File: src/rtl/gray_counter.sv
// Up/down binary counter with a registered Gray-code mirror, synchronous load and terminal-count pulse.
// Optional saturating build: define GRAY_COUNTER_SAT_EN to hold at the bounds instead of wrapping.
module gray_counter #(
    parameter int WIDTH = 4
) (
    input  logic             clk,
    input  logic             rst_n,
    input  logic             en,
    input  logic             up_dn,
    input  logic             load,
    input  logic [WIDTH-1:0] load_val,
    output logic [WIDTH-1:0] bin,
    output logic [WIDTH-1:0] gray,
    output logic             tc,
    output logic             valid
);

    localparam logic [WIDTH-1:0] MAX_C  = {WIDTH{1'b1}};
    localparam logic [WIDTH-1:0] ZERO_C = {WIDTH{1'b0}};
    localparam logic [WIDTH-1:0] ONE_C  = {{(WIDTH-1){1'b0}}, 1'b1};

    // Gray code of a binary value: each bit is the XOR of itself and its upper neighbour.
    function automatic logic [WIDTH-1:0] bin2gray(input logic [WIDTH-1:0] b);
        return b ^ {1'b0, b[WIDTH-1:1]};
    endfunction

    logic [WIDTH-1:0] bin_q, bin_d;
    logic [WIDTH-1:0] gray_q, gray_d;
    logic             tc_q, tc_d;
    logic             valid_q, valid_d;
    logic             at_max_s, at_zero_s;

    // Next-state: load beats count beats hold; gray always derives from the next binary value.
    always_comb begin
        bin_d     = bin_q;
        tc_d      = 1'b0;
        valid_d   = 1'b1;
        at_max_s  = (bin_q == MAX_C);
        at_zero_s = (bin_q == ZERO_C);
        if (load) begin
            bin_d = load_val;
        end else if (en) begin
            if (up_dn) begin
`ifdef GRAY_COUNTER_SAT_EN
                if (at_max_s) begin
                    bin_d = bin_q;
                    tc_d  = 1'b1;
                end else begin
                    bin_d = bin_q + ONE_C;
                end
`else
                bin_d = bin_q + ONE_C;
                tc_d  = at_max_s;
`endif
            end else begin
`ifdef GRAY_COUNTER_SAT_EN
                if (at_zero_s) begin
                    bin_d = bin_q;
                    tc_d  = 1'b1;
                end else begin
                    bin_d = bin_q - ONE_C;
                end
`else
                bin_d = bin_q - ONE_C;
                tc_d  = at_zero_s;
`endif
            end
        end else begin
            bin_d = bin_q;
        end
        gray_d = bin2gray(bin_d);
    end

    // State registers; reset clears everything without waiting for a clock edge.
    always_ff @(posedge clk or negedge rst_n) begin
        if (!rst_n) begin
            bin_q   <= ZERO_C;
            gray_q  <= ZERO_C;
            tc_q    <= 1'b0;
            valid_q <= 1'b0;
        end else begin
            bin_q   <= bin_d;
            gray_q  <= gray_d;
            tc_q    <= tc_d;
            valid_q <= valid_d;
        end
    end

    assign bin   = bin_q;
    assign gray  = gray_q;
    assign tc    = tc_q;
    assign valid = valid_q;

endmodule
File: config.mk
export PLATFORM = sky130hd
export DESIGN_NAME = gray_counter
export DESIGN_NICKNAME = d
export VERILOG_FILES = /design/src/rtl/gray_counter.sv
export SDC_FILE = /design/constraint.sdc
export NUM_CORES = 1
export LEC_CHECK = 0
export ABC_CLOCK_PERIOD_IN_PS = 3050
export CAP_MARGIN = 25
export CORE_AREA = 3 3 40 42
export DETAILED_ROUTE_END_ITERATION = 6
export DIE_AREA = 0 0 43 45
export PLACE_DENSITY = 0.75
export SKIP_LAST_GASP = 1
export SLEW_MARGIN = 5
export SYNTH_ARGS = -nofsm -noshare
export SYNTH_HDL_FRONTEND = slang
export SYNTH_SLANG_ARGS = --single-unit
File: constraint.sdc
create_clock -name clk -period 3.05 [get_ports clk]
set_input_delay 0.305 -clock clk [delete_from_list [all_inputs] [get_ports clk]]
set_output_delay 0.305 -clock clk [all_outputs]
set_load 0.02 [all_outputs]
; ---- Word level (Yosys, flattened, before mapping)
; Cells that the tools add are included.
[classes]
n_bitwise = 1
muxes = 6
eq_ne = 1
addsub = 2
n_reduce_logical = 1
[ops]
columns = operator, count
row1 = 2-to-1 mux 4 bit, 3
row2 = adder 4 x 1 -> 4 bit (second input constant), 1
row3 = == test 4 bit (second input constant), 1
row4 = logical NOT 4 bit, 1
row5 = subtractor 4 x 1 -> 4 bit (second input constant), 1
row6 = bitwise XOR 4 x 3 -> 4 bit, 1
row7 = 2-to-1 mux 1 bit, 3
[word_totals]
output_inout_bits = 10
word_cells = 15
ff_bits = 10
inputBits = 9

; ---- Depth between registers and ports, before layout
[depth]
word_depth = 5
mapped_depth = 6
depth_no_buf = 6

; ---- Worst setup path before layout
; Ideal clock, no wire load.
[synth_path]
path_type = flip-flop to flip-flop
startpoint = register bin_q[2] (netlist: bin[2])
endpoint = register gray_q[2] (netlist: gray[2])
synth_period_minus_slack_ps = 1708
setup_time_ps = 132
required_time_ps = 2918
path_stages_with_launch = 6
n_path_buf = 0
arrival_ps = 1576
path_slack_ps = 1342
cell_sequence = dfrtp_1 > ha_1 > nand3_1 > and4b_1 > or3_4 > xor2_1
[synth_via]
elab_chain_len = 5
word_cells_on_any_way = 6
cone_classes = add/sub: 2 / mux: 3 / bitwise: 1
[synth_lines]
columns = item, line
row1 = start: declaration, 27  ; logic [WIDTH-1:0] bin_q, bin_d;
row2 = start signal: assignment, 82  ; bin_q <= bin_d;
row3 = subtractor 4 x 1 -> 4 bit or adder 4 x 1 -> 4 bit (tied branches), "64, 52"
row4 = 2-to-1 mux 4 bit *, 43  ; if (up_dn) begin
row5 = 2-to-1 mux 4 bit *, 42  ; end else if (en) begin
row6 = 2-to-1 mux 4 bit *, 40  ; if (load) begin
row7 = net bin_d[3], 27
row8 = bitwise XOR 4 x 3 -> 4 bit *, 24  ; return b ^ {1'b0, b[WIDTH-1:1]};
row9 = net gray_d[2], 28  ; logic [WIDTH-1:0] gray_q, gray_d;
row10 = end signal: assignment, 83  ; gray_q <= gray_d;
row11 = end: declaration, 28
; Mark *: on every way through the listed nets, which the timed path passes. The rest lies on a longest branch.

; ---- Worst setup path after layout
[layout_path]
startpoint = input port up_dn
endpoint = register gray_q[2] (netlist: gray[2])
[layout_via]
elab_chain_len = 4
[layout_lines]
columns = item, line
row1 = start: declaration, 9  ; input logic up_dn,
row2 = 2-to-1 mux 4 bit, 43
row3 = 2-to-1 mux 4 bit, 42
row4 = 2-to-1 mux 4 bit, 40
row5 = net bin_d[3], 27
row6 = bitwise XOR 4 x 3 -> 4 bit, 24
row7 = net gray_d[2], 28
; The timed path passes the listed nets, and every way through them passes these cells.

==> summary.md <==
| Metric | Value |
|---|---|
| Number of H-tree levels | 1 |
| TritonCTS buffer count | 3 |
| Netlist cell types | 23 |
| Tcrit/Tclk final | 65.1% |
| Die X-Extent | 43 um |
| Startpoint Class | primary input |
| Final HPWL DP | 695 um |
| Initial DRC Count | 1 |
| VDD IR-drop max | 0.000369 V |
| WP buf/inv | 2 |
| Area leader, netlist | dfrtp_1 |
| Initial Util | 37.5% |
| Die area | 1940 sq um |
| Yosys warning count | 0 |
| Syn avg cell area | 10.9 sq um |
| Main flop type after synthesis | dfrtp_1 |
| Area share of the largest cell type after synthesis | 46.8% |
| Mux contribution to synthesized area | 4.16% |
| Core area | 1280 sq um |
| Syn Std Cell Area | 482 sq um |
| Worst Setup End Kind | register |
| Final Hold Viols | 0 |
| Detailed Route WL | 889 um |
| Hold WC Path Type | in -> async |
| Placed cells | 75 |
| Height of the die | 45 um |
| Clock share of power | 21.9% |
| Post_cts resized | 0 |
| # hold bufs at CTS | 0 |
| Met1 usage | 15.9% |
| CTS tree | yes |
| Number of global-route vias before repair | 348 |
| Most Used Layer, Global Route | met1 |
| Sequential area share after synthesis | 46.8% |
| Power Dens Cells | 578 nW/um^2 |
| Sw frac | 32.3% |
| Port buffer count | 18 |
| Slowest cell on crit path | clkdlybuf4s50_1 |
| Outcome | finished, final reports clean |
| Wire length per cell | 11.3 um |
| Max Buffers Root-to-Sink | 2 |
| Final Net Count | 77 |
| CTS Sinks | 9 |
| Routability cong. | 0.735 |
| Compound-cell area share of the yosys netlist | 8.83% |
| Reg clk slew, reported paths | 0.06 ns |
| Routed Antenna Nets | 0 |
| Minimum clock period | 1.98 ns |
| Routing usage on met3 | 7.97% |
| Filler cells | 121 |
| Synth Area in Simple Gates | 14.5% |
| Synth Area in XOR/XNOR | 10.9% |
| Top delay family on crit path | buffers and inverters |
| Clk Tree Root Cell | clkbuf_4 |
| Setup CP Type | in -> reg |
| Sequential Power Share | 39.6% |
| Share of post-route cells with drive strength above 1 | 6.25% |
| Logic pwr share | 38.5% |
| Standby leakage power | 0.000305 uW |
| Critical Path RT | 3.18 ns |
| Async SR Flop Fraction | 100% |
| Met2 Use GR | 15.3% |
| Area contributors post-synth | dfrtp_1, xnor2_1, ha_1 |
| Antenna Cells | 0 |
| Post-route clock skew | 0.00374 ns |
| Non-filler cells in the finished layout | 79 |
| Cells after Synth | 44 |
| Cell Int Power | 271 uW |
| Routed vias | 372 |
| DRT Pass-1 Iters | 3 |
| Crit-path max cell delay | 0.52 ns |
| Max Fclk | 504 MHz |
| Max-Cap Viols | 0 |
| All-layer global routing usage | 11.8% |
| Initial antenna violation count | 0 |
| CP max FO | 4 |
| Row count | 13 |
| Most frequent cell after synthesis | dfrtp_1 |
| Synthesized Nets | 56 |
| Final TNS setup | 0 ns |
| RSZ-0062 raised after global routing | no |
| Synth cell count leaders | dfrtp_1, nor2_1, xnor2_1 |
| First-pass GRT wire length | 1610 um |
| Main combinational cell family by area after synthesis | simple AND/OR/NAND/NOR gates |
| Sw power | 129 uW |
| EDFF count, synth | 0 |
| Final Slew Violations | 0 |
| Setup violations, final | 0 |
| Post-Synth Adder-Cell Area | 9.35% |
| Largest net degree at the start of global routing | 10 |
| Area Overhead vs Synth | 43.6% |
| DR DRC count | 0 |
| Post-CTS setup buffers | 0 |
| Gr ovfl total | 0 |
| CP cell instances | clkdlybuf4s50_1 -> inv_1 -> ha_1 -> a21oi_1 -> a211oi_1 -> or3_4 -> xor2_1 |
| Crit path DAT | 2.11 ns |
| Avg Vias per Cell | 4.71 |
| Io pins | 19 |
| Worst-Skew Late Latency | 0.25 ns |
| Seq cells post-synth | 9 |
[final timing paths]
kind,startpoint,to,slack [ns],depth (start not counted)
max,up_dn,gray[2],1.07,7
min,rst_n,valid,0.34,1
max reg2reg,bin[2],gray[2],1.33,5
min reg2reg,bin[3],tc,0.66,2
max in group asynchronous,rst_n,bin[1],2.43,1
min in group clk,bin[3],tc,0.66,2
[metrics by stage]
step | util [%] | setup WS (ns) | power, uW | instance area, sq um | hold WS (ns)
global route | 53.8 | 0.963 | 432 | 692 | 0.355
CTS | 53.8 | 1.07 | 406 | 692 | 0.340
global placement | 51.8 | 0.838 | 314 | 666 | 0.615
detailed placement | 51.8 | 0.801 | 315 | 666 | 0.617
finish | 53.8 | 1.07 | 400 | 692 | 0.337
floorplan | - | 1.34 | 246 | 482 | 0.00941
[metal layers]
| layer | vias up | part of all wire (%) |
|---|---|---|
| met5 | - | 0 |
| li1 | 188 | - |
| met3 | 0 | 11 |
| met4 | 0 | 0 |
| met2 | 18 | 43 |
| met1 | 166 | 46 |
[logic make-up after synthesis]
family	after synthesis
AND/OR/NAND/NOR	12
adder cells (fa/ha/maj)	3
other	1
AO/OA/AOI/OAI	7
flip-flops	9
multiplexers	2
buffers and inverters	4
XOR/XNOR	6
[state kept, by name (all words and copies together) (netlist names)]
signal,cells
bin,4
gray,3
valid,1
tc,1
[layout make-up]
class                   count  area, sq um  area share (%)
multi-input cells          31          234            33.8
clock buffers               4         26.3            3.80
inverters                   2         7.51            1.08
flip-flops and latches      9          225            32.5
well taps                  15         18.8            2.71
repair buffers             18          180            26.0
[cell usage in the layout (no fill, tap or decap)]
cell and n:
clkdlybuf4s50_1 18, dfrtp_1 9, nor2_1 4, xnor2_1 4, clkbuf_4 3, inv_1 2
xor2_1 2, mux2i_1 2, nand2_1 2, a21oi_1 2, ha_1 2, o21ai_1 1
o21ai_0 1, nand3_1 1, or2b_1 1, a211oi_1 1, and4b_1 1, a22o_1 1
or3_4 1, and3_1 1, or4_1 1, a31oi_1 1, fa_1 1, clkbuf_1 1
conb_1 1
[power by group through the flow]
stage	Sequential (uW)	Combinational (uW)	Clock, uW
2_1_floorplan	186	59.9	0
3_3_place_gp	160	154	0
3_5_place_dp	160	155	0
4_1_cts	158	156	91.8
5_1_grt	161	168	103
6_report	158	154	87.7
No activity file was read; power rests on OpenSTA's default activity.
